[config.mk]
export PLATFORM = sky130hd
export DESIGN_NAME = tbec_encode_pipe
export DESIGN_NICKNAME = d
export VERILOG_FILES = /design/src/rtl/tbec_encode_pipe.sv
export SDC_FILE = /design/constraint.sdc
export NUM_CORES = 1
export LEC_CHECK = 0
export CORE_MARGIN = 4
export CORE_UTILIZATION = 48
export DETAILED_ROUTE_END_ITERATION = 7
export PLACE_DENSITY = 0.82
export SYNTH_ARGS = -nofsm -noshare
export SYNTH_HDL_FRONTEND = slang
export SYNTH_SLANG_ARGS = --single-unit
[constraint.sdc]
create_clock -name clk -period 1.5 [get_ports clk]
set_input_delay 0.375 -clock clk [delete_from_list [all_inputs] [get_ports clk]]
set_output_delay 0.375 -clock clk [all_outputs]
set_load 0.02 [all_outputs]
[src/rtl/tbec_encode_pipe.sv]
// tbec_encode_pipe: two-stage valid/ready TBEC encoder.
// It turns 16-bit data words into 32-bit codewords laid out for the TBEC decoder.
// It also keeps a wrapping count of codewords accepted downstream.
// Optional feature macro: TBEC_ERR_INJECT_EN. It adds one-shot XOR error injection
// on the next codeword loaded into the output stage.

// Combinational codeword generator.
// Data bits are grouped as A/B/C/D rows of four bits each.
module tbec_enc_core (
  input  logic [15:0] d,
  output logic [31:0] cw
);
  logic [4:1] a, b, c, e;
  logic [3:0] di, p;
  logic [7:0] xc;

  // Split the word into rows, form the diagonals, parities and checks, then pack them.
  always_comb begin
    a = {d[3],  d[7],  d[11], d[15]};
    b = {d[2],  d[6],  d[10], d[14]};
    c = {d[1],  d[5],  d[9],  d[13]};
    e = {d[0],  d[4],  d[8],  d[12]};
    // Packed as {DI1,DI4,DI2,DI3}.
    di = {a[1] ^ b[2] ^ c[1] ^ e[2],
          a[4] ^ b[3] ^ c[4] ^ e[3],
          a[2] ^ b[1] ^ c[2] ^ e[1],
          a[3] ^ b[4] ^ c[3] ^ e[4]};
    // Packed as {P1,P4,P2,P3}.
    p  = {a[1] ^ a[2] ^ b[1] ^ b[2],
          c[3] ^ c[4] ^ e[3] ^ e[4],
          c[1] ^ c[2] ^ e[1] ^ e[2],
          a[3] ^ a[4] ^ b[3] ^ b[4]};
    xc = {a[1] ^ a[3], a[2] ^ a[4],
          b[1] ^ b[3], b[2] ^ b[4],
          c[1] ^ c[3], c[2] ^ c[4],
          e[1] ^ e[3], e[2] ^ e[4]};
    cw = {d, di, p, xc};
  end
endmodule

module tbec_encode_pipe #(
  parameter int CNT_W = 16
) (
  input  logic             clk,
  input  logic             rst_n,
  input  logic             in_valid,
  output logic             in_ready,
  input  logic [15:0]      in_data,
  output logic             out_valid,
  input  logic             out_ready,
  output logic [31:0]      out_word,
  output logic [CNT_W-1:0] word_count,
`ifdef TBEC_ERR_INJECT_EN
  input  logic             inj_arm,
  input  logic [31:0]      inj_mask,
  output logic             inj_pending,
`endif
  output logic             busy
);
  logic        s1_valid;
  logic [15:0] s1_data;
  logic        s1_adv;
  logic        s2_load;
  logic [31:0] enc_cw;
  logic [31:0] load_cw;

  tbec_enc_core u_enc (.d(s1_data), .cw(enc_cw));

  // S1 may hand its word on whenever S2 is empty or is draining this cycle.
  always_comb begin
    s1_adv   = ~out_valid | out_ready;
    in_ready = ~s1_valid | s1_adv;
    s2_load  = s1_valid & s1_adv;
    busy     = s1_valid | out_valid;
  end

`ifdef TBEC_ERR_INJECT_EN
  logic [31:0] inj_mask_q;

  // An arm in the same cycle as a load takes effect on that load.
  always_comb begin
    load_cw = enc_cw;
    if (inj_arm)          load_cw = enc_cw ^ inj_mask;
    else if (inj_pending) load_cw = enc_cw ^ inj_mask_q;
  end

  // Arm latches the mask. The next S2 load consumes it as a one-shot.
  always_ff @(posedge clk or negedge rst_n) begin
    if (!rst_n) begin
      inj_pending <= 1'b0;
      inj_mask_q  <= '0;
    end else if (s2_load) begin
      inj_pending <= 1'b0;
    end else if (inj_arm) begin
      inj_pending <= 1'b1;
      inj_mask_q  <= inj_mask;
    end
  end
`else
  // The codeword passes through unmodified.
  always_comb load_cw = enc_cw;
`endif

  // Input register: take a new word on handshake, otherwise empty out when advancing.
  always_ff @(posedge clk or negedge rst_n) begin
    if (!rst_n) begin
      s1_valid <= 1'b0;
      s1_data  <= '0;
    end else if (in_valid && in_ready) begin
      s1_valid <= 1'b1;
      s1_data  <= in_data;
    end else if (s1_adv) begin
      s1_valid <= 1'b0;
    end
  end

  // Output register: hold under backpressure, refill from S1, or drain.
  always_ff @(posedge clk or negedge rst_n) begin
    if (!rst_n) begin
      out_valid <= 1'b0;
      out_word  <= '0;
    end else if (s2_load) begin
      out_valid <= 1'b1;
      out_word  <= load_cw;
    end else if (out_ready) begin
      out_valid <= 1'b0;
    end
  end

  // Count accepted codewords. The count wraps and does not saturate.
  always_ff @(posedge clk or negedge rst_n) begin
    if (!rst_n)                       word_count <= '0;
    else if (out_valid && out_ready)  word_count <= word_count + CNT_W'(1);
  end
endmodule

[Yosys cells after proc, flatten, opt, wreduce, memory -nomap -nowiden]
Index checks and enable logic that the tools add are counted.
Widths: inputs -> output; s select.
Word-level totals
  flip-flop bits (word level): 66
  input bits: 20
  output and inout bits: 51
  logic and storage cells: 52
Cells by class
  add/subtract/negate cells: 1
  muxes and demuxes: 4
  bitwise operators: 38
  reductions and logical operators: 4
Operators with widths (number)
  $xor 1x1->1: 32
  $add 16x1->16 const B: 1
  $mux 1: 4
  $reduce_bool 2->1: 2
  $or 1x1->1: 3
  $logic_and 1x1->1: 2
  $not 1->1: 2
  $and 1x1->1: 1

[Longest topological paths before layout]
Gate-level depths: netlist of the first run.
  word-level depth: 5
  depth in mapped cells: 5
  gate-level depth less buffers: 5

[Modules after synthesis]
From an unflattened synthesis of the first run, not the netlist that was laid out.
Second synthesis, totals
  cell total of the unflattened synthesis: 204
  area, all modules: 2916.5 um^2
Modules (own cells, without submodules)
  tbec_encode_pipe: instances 1, cells an instance 164, area each 2563.7 um^2, seq. area each 1651.6 um^2
  tbec_enc_core: instances 1, cells an instance 40, area each 352.8 um^2, seq. area each 0.0 um^2

[Least setup slack after synthesis of the first run]
Ideal clock, no wire load.
  path type: register -> register
  start point: register out_valid
  end point: register s1_data[10]
  setup time: 0.125 ns
  arrival: 1.530 ns
  data required time: 1.375 ns
  setup slack: -0.155 ns
  cell stages (with the launch flop): 5
  buffers on the path: 1
  clock period less this slack: 1.655 ns
  path through: dfrtp_1 -> nand3b_1 -> nand2_2 -> buf_4 -> mux2_2
Between the ends
  longest elaborated chain between the ends: 4
Ends and longest elaborated chain
  start: declaration: RTL line 49  | output logic out_valid,
  start signal: assignment: RTL line 120  | out_valid <= 1'b0;
  start signal: assignment: RTL line 123  | out_valid <= 1'b1;
  start signal: assignment: RTL line 126  | out_valid <= 1'b0;
  $not 1->1: RTL line 71  | s1_adv = ~out_valid | out_ready;
  $or 1x1->1: RTL line 71
  $or 1x1->1: RTL line 72  | in_ready = ~s1_valid | s1_adv;
  net in_ready: RTL line 47  | output logic in_ready,
  $logic_and 1x1->1: RTL line 109  | end else if (in_valid && in_ready) begin
  end signal: assignment: RTL line 111  | s1_data <= in_data;
  end: declaration: RTL line 61  | logic [15:0] s1_data;
The timed path passes the listed nets, and every way through them passes these cells.
A chain may end at the register's enable or synchronous reset.

[Final worst setup path of the first run]
  start point: register out_valid
  end point: register out_word[8]
Between the ends
  longest elaborated chain between the ends: 3
Ends and longest elaborated chain
  $not 1->1: RTL line 71
  $or 1x1->1: RTL line 71
  $and 1x1->1: RTL line 73  | s2_load = s1_valid & s1_adv;
  end signal: assignment: RTL line 124  | out_word <= load_cw;
  end: declaration: RTL line 51  | output logic [31:0] out_word,
No other way between the ends.

==> impl_metrics.py, run 1 <==
metrics = {
    "timing": {
        "finalSetupViolations": 3,
        "rsz0062_at_grt": "yes",
        "hold_violations": 0,
        "fin_ws_ns": -0.0136,
        "tns_ns": -0.0332,
        "drv_slew": 0,
        "fin_crit_ns": 1.51,
        "period_share_pct": 101,
        "slew_headroom_pct": 76.3,
        "worstMarginPinSlew_ns": 0.352,
        "fin_skew_ns": 0.00620,
        "timing.fmax_mhz": 661,
    },
    "worst_setup_path": {
        "cp_max_fo": 7,
        "r2r_slack_ns": -0.01,
        "cp.arrival_ns": 1.73,
        "worstSetupStartpointType": "flip-flop",
        "endpoint_kind": "flip-flop",
        "critPathSlowestCell": "dfrtp_2",
        "crit_family": "simple AND/OR/NAND/NOR gates",
        "cp_cell_sequence": "buf_6 -> or2b_1 -> nand2_4 -> clkbuf_16 -> mux2_2",
        "ff2ff_path_depth": 5,
        "reg2reg_from": "out_valid",
        "crit_type": "flip-flop to flip-flop",
        "path_depth": 5,
        "r2r-end": "out_word[8]",
        "cp_num_buf_inv": 2,
        "max_stage_delay_ns": 0.39,
        "cp.required_ns": 1.71,
    },
    "grt": {
        "grt_overflow": 0,
        "grt_max_degree": 67,
        "grt_pass1_wl_mm": 9.63,
        "grt_antenna_before_repair": 0,
        "grt_pass1_vias": 1992,
        "globalRouteTotalUtil_pct": 17.5,
    },
    "synth": {
        "synth-seq-area-share_pct": 60.0,
        "synth_top_area_share_pct": 60.0,
        "synthArstFlopShare_pct": 100,
        "syn_avg_cell_area_um2": 13.2,
        "yosys_warnings": 0,
        "synth_nets": 229,
        "synth_ff_type": "dfrtp_1",
        "synth_edf_count": 0,
        "ys_ff_latch": 66,
        "syn-instance-count": 208,
        "synth_area_mm2": 0.00275,
        "yosysTopAreaCell": "dfrtp_1",
        "synth.area.top_cells": "dfrtp_1 (60%), mux2_2 (15%), xnor2_1 (8.9%), xor2_1 (3.5%), nand2_1 (2.7%)",
        "synth_cell_types": 23,
    },
    "power": {
        "p_leak_nw": 1.98,
        "peakVddDrop_mv": 0.977,
        "p_seq_share_pct": 40.3,
        "p_int_mw": 4.28,
        "clkPwrFrac_pct": 26.1,
        "switching_power_mw": 2.12,
        "pwr-share-comb_pct": 33.7,
        "p_total_mw": 6.40,
        "power-per-cell-area_mw_per_mm2": 1580,
        "switching_share_pct": 33.1,
    },
    "die": {
        "initial_utilization_pct": 49.7,
        "dieWidth_um": 83.7,
        "dieHeight_um": 83.7,
        "core_mm2": 0.00554,
        "std_cell_rows": 27,
        "dieArea_mm2": 0.00701,
        "io_pins": 71,
    },
    "clocking": {
        "path_clk_slew_ns": 0.07,
        "h-tree-depth": 3,
        "cts_buffers": 9,
        "clk_latency_ns": 0.33,
        "clkSinkCount": 66,
        "cts_buffer_depth": 2,
        "cts_tree": "done",
        "cts-root-buf": "clkbuf_8",
    },
    "cells_and_area": {
        "fill_cells": 407,
        "utilization_pct": 73.4,
        "nets": 331,
        "drive_above_1_share_pct": 29.8,
        "synthToLayoutAreaGrowth_pct": 47.7,
        "antenna_cells": 0,
    },
    "route": {
        "vias_per_cell": 4.88,
        "routed_wl_mm": 6.15,
        "firstDrtPassIters": 4,
        "route.vias.total": 1889,
        "antenna_left": 0,
        "routed_wire_length_per_instance_um": 15.9,
        "drtIter0Drc": 82,
        "drc": 0,
    },
    "placed_design": {
        "routabilityCongestion": 0.789,
        "dp_slack_ns": -0.485,
        "dp_hpwl_mm": 4.15,
        "port_buffers": 70,
    },
    "flow_run": {
        "cap_violations": 0,
    },
    "run_status": {
        "status": "finished with violations",
        "violations": "setup timing",
    },
    "hold_path": {
        "hold_class": "primary input to asynchronous set/reset pin",
    },
}
-- cell type report --
class | count | area, µm² | area share [%]
clock buffer | 10 | 138 | 3.39
clock inverter | 6 | 90.1 | 2.22
inverter | 1 | 3.75 | 0.0923
multi-input combinational | 136 | 1200 | 29.4
sequential | 66 | 1650 | 40.7
tap | 72 | 90.1 | 2.22
timing repair buffer | 96 | 893 | 22.0
-- cells in the final DEF (no fill, tap or decap), types with 3 or more instances in the layout --
| cell type | Yosys | final |
|---|---|---|
| nand2_1 | 20 | 20 |
| nand3_1 | 6 | 6 |
| dfrtp_1 | 66 | 64 |
| o21ai_0 | 12 | 11 |
| nor2_1 | 6 | 6 |
| mux2_4 | 0 | 27 |
| buf_2 | 2 | 3 |
| xor2_1 | 11 | 11 |
| clkbuf_8 | 0 | 10 |
| mux2_2 | 37 | 10 |
| clkdlybuf4s50_1 | 0 | 17 |
| clkdlybuf4s15_1 | 0 | 4 |
| xnor2_1 | 28 | 28 |
| buf_12 | 0 | 4 |
| dlygate4sd2_1 | 0 | 44 |
| buf_4 | 3 | 20 |
-- cell usage after synthesis (all sizes together) (2+ instances only) --
cell and n:
mux2 37, nand4 2, o21ai 12, buf 5
xnor2 28, xor2 11, nor3 3, nand2b 2
dfrtp 66, nand2 22, nor2 6, nand3 7
-- worst max path at each step --
stage,from,end,slack (ns)
finish,out_valid,out_word[8],-0.01
global route,word_count[1],word_count[9],-0.05
CTS,out_valid,out_word[19],-0.01
detailed placement,out_ready,word_count[15],-0.48
global placement,out_ready,in_ready,-0.48
floorplan,out_valid,s1_data[10],-0.03
-- through the flow --
stage,cells,hold WS [ns],cell area (µm²)
3_3_place_gp,364,0.416,3740
6_report,387,0.0416,4070
5_1_grt,387,0.0610,4070
2_1_floorplan,208,0.0794,2800
4_1_cts,382,0.0588,3930
3_5_place_dp,364,0.415,3740
-- logic make-up after synthesis --
kind of cell | count (synthesis) | synth area share [%]
flip-flops | 66 | 60.0
AND/OR/NAND/NOR | 47 | 8.50
multiplexers | 37 | 15.1
AO/OA/AOI/OAI | 12 | 2.18
XOR/XNOR | 39 | 12.4
buffers and inverters | 6 | 1.32
adder cells (fa/ha/maj) | 1 | 0.454
-- per-layer routing --
layer	GRT usage (%)	vias up	share of wire, %
met5	0	-	0
met4	6.58	0	0.96
met3	3.06	4	3.5
met2	30.7	38	52
met1	21.4	940	43
li1	-	907	-
-- power by group through the flow --
stage	Combinational (mW)	Sequential (mW)	Clock, mW
2_1_floorplan	0.739	3.01	0
3_3_place_gp	2.22	2.59	0
3_5_place_dp	2.27	2.61	0
4_1_cts	2.04	2.57	1.69
5_1_grt	2.31	2.64	1.77
6_report	2.16	2.58	1.67
-- repair_timing --
item	4_1_cts	5_1_grt
hold buffers	0	0
pin swaps	4	3
endpoints found under the hold margin	0	0
gates cloned	0	1
gates resized for setup	67	27
endpoints found under the setup margin	102	32
setup buffers	2	4
-- flip-flops by register name (all words and copies together), names as in the netlist --
signal / cells
s1_valid: 1
word_count: 16
out_valid: 1
s1_data: 16
out_word: 32
-- worst register-to-register path, stage by stage, from the launching register on --
cell	delay, ns
dfrtp_2	0.39
buf_6	0.11
or2b_1	0.28
nand2_4	0.13
clkbuf_16	0.17
mux2_2	0.32
Power figures use the tool's default switching activity.
==> inputs of run 2 (changes only) <==
- CORE_MARGIN: 4 -> 2
- CTS_CLUSTER_DIAMETER: not set -> 100
==> impl_metrics.py, run 2 (synthesis results as in run 1) <==
metrics = {
    "run_status": {
        "status": "finished with violations",
        "violations": "setup timing",
    },
    "timing": {
        "slew_headroom_pct": 72.0,
        "hold_violations": 0,
        "fin_ws_ns": -0.0596,
        "period_share_pct": 104,
        "rsz0062_at_grt": "yes",
        "drv_slew": 0,
        "worstMarginPinSlew_ns": 0.418,
        "timing.fmax_mhz": 641,
        "finalSetupViolations": 12,
        "fin_skew_ns": 0.00751,
        "fin_crit_ns": 1.56,
        "tns_ns": -0.532,
        "fin_hold_ws_ns": 0.0375,
    },
    "cells_and_area": {
        "final_area_mm2": 0.00403,
        "regArea_mm2": 0.00165,
        "largest-register": "out_word",
        "layout_commonest_cell": "dfrtp_1",
        "drive_above_1_share_pct": 32.2,
        "multiInputGateArea_mm2": 0.00118,
        "final_cells": 389,
        "synthToLayoutAreaGrowth_pct": 46.3,
        "largestRegisters": "out_word x32, s1_data x16, word_count x16",
        "fill_cells": 384,
        "nets": 333,
        "largest_register_ffs": 32,
        "antenna_cells": 0,
        "layout_common_cells": "dfrtp_1 (64), dlygate4sd2_1 (42), xnor2_1 (28)",
    },
    "worst_setup_path": {
        "critPathSlowestCell": "dfrtp_2",
        "cp_num_buf_inv": 2,
        "startpoint": "out_valid",
        "worstSetupStartpointType": "flip-flop",
        "crit_type": "flip-flop to flip-flop",
        "cp.required_ns": 1.73,
        "cp_cell_sequence": "buf_6 -> or2b_4 -> nand2_4 -> bufbuf_16 -> mux2_2",
        "max_stage_delay_ns": 0.38,
        "reg2reg_from": "out_valid",
        "crit_family": "flip-flops",
        "cp_max_fo": 7,
        "cp.arrival_ns": 1.79,
        "endpoint_kind": "flip-flop",
    },
    "clocking": {
        "cts-root-buf": "clkbuf_8",
        "clkSinkCount": 66,
        "cts_tree": "done",
        "h-tree-depth": 3,
        "clk_latency_ns": 0.34,
        "cts_buffer_depth": 2,
        "path_clk_slew_ns": 0.07,
        "cts_hold_buf": 0,
        "cts_buffers": 9,
    },
    "grt": {
        "grt_max_degree": 67,
        "grt_pass1_wl_mm": 9.74,
        "grt_pass1_vias": 1894,
        "globalRouteTotalUtil_pct": 21.0,
        "grt_antenna_before_repair": 0,
        "grt_overflow": 0,
    },
    "placed_design": {
        "routabilityCongestion": 0.768,
        "port_buffers": 70,
        "place_inst": 366,
        "dp_hpwl_mm": 4.01,
        "dpl_cell_area_mm2": 0.00374,
    },
    "route": {
        "routed_wire_length_per_instance_um": 15.7,
        "drtIter0Drc": 123,
        "vias_per_cell": 5.00,
        "antenna_left": 0,
        "route.vias.total": 1944,
        "routed_wl_mm": 6.09,
        "drc": 0,
        "firstDrtPassIters": 4,
    },
    "die": {
        "dieWidth_um": 79.7,
        "std_cell_rows": 27,
        "core_mm2": 0.00551,
        "dieArea_mm2": 0.00636,
        "io_pins": 71,
        "dieHeight_um": 79.7,
        "initial_utilization_pct": 50.0,
    },
    "power": {
        "switching_power_mw": 2.11,
        "peakVddDrop_mv": 1.07,
        "switching_share_pct": 34.5,
        "p_seq_share_pct": 42.1,
        "pwr-share-comb_pct": 34.6,
        "p_total_mw": 6.13,
        "p_int_mw": 4.02,
        "power-per-cell-area_mw_per_mm2": 1520,
        "clkPwrFrac_pct": 23.4,
        "p_leak_nw": 1.93,
    },
    "flow_run": {
        "cap_violations": 0,
    },
    "hold_path": {
        "hold_class": "primary input to asynchronous set/reset pin",
    },
}
## run 2: cell types whose count changed in the layout (fill, tap and decap cells not counted), moves of 3 or more
cell      change
mux2_2       +10
mux2_4       -10
buf_6         +4
clkbuf_2      +4
o21ai_0       -4
o21ai_1       +3
## run 2: path summary, 6_finish.rpt
kind | to | slack [ns] | cells after the start
worst max register to register | out_word[8] | -0.06 | 5
max in group asynchronous | word_count[6] | 1.18 | 2
worst max-delay path | out_word[8] | -0.06 | 5
worst min register to register | word_count[15] | 0.47 | 1
worst min-delay path | word_count[3] | 0.04 | 2
min in group clk | word_count[15] | 0.47 | 1
## run 2: layout make-up
type | count | area share, %
sequential | 66 | 41.1
multi-input combinational | 136 | 29.4
timing repair buffer | 98 | 22.6
clock buffer | 11 | 3.26
tap | 72 | 2.24
clock inverter | 5 | 1.37
inverter | 1 | 0.0932
## run 2: per-layer routing
metal  GRT usage, %  routed length, µm  up-vias
li1               -                  -      914
met1           27.5               2640      961
met2           32.7               3020       56
met3           5.43                262       13
met4           10.2                165        0
met5              0                  0        -
## run 2: repair_timing
item                       in CTS  in global routing
gates resized for setup        81                 24
hold endpoints to repair        0                  0
pin swaps                       2                  8
cloned                          2                  0
setup buffers                   4                  2
setup endpoints to repair      89                 44
## run 2: stage by stage
step,util [%],setup slack [ns]
after floorplan,-,-0.0260
after global placement,67.9,-0.491
after detailed placement,67.9,-0.486
after CTS,72.8,-0.0979
after global routing,73.1,-0.0982
final,73.1,-0.0596
## run 2: power by group through the flow
| stage | registers (mW) | logic [mW] | clock network (mW) |
|---|---|---|---|
| after floorplan | 3.01 | 0.739 | 0 |
| after global placement | 2.59 | 2.21 | 0 |
| after detailed placement | 2.61 | 2.26 | 0 |
| after CTS | 2.57 | 2.14 | 1.46 |
| after global routing | 2.64 | 2.27 | 1.53 |
| final | 2.58 | 2.12 | 1.43 |
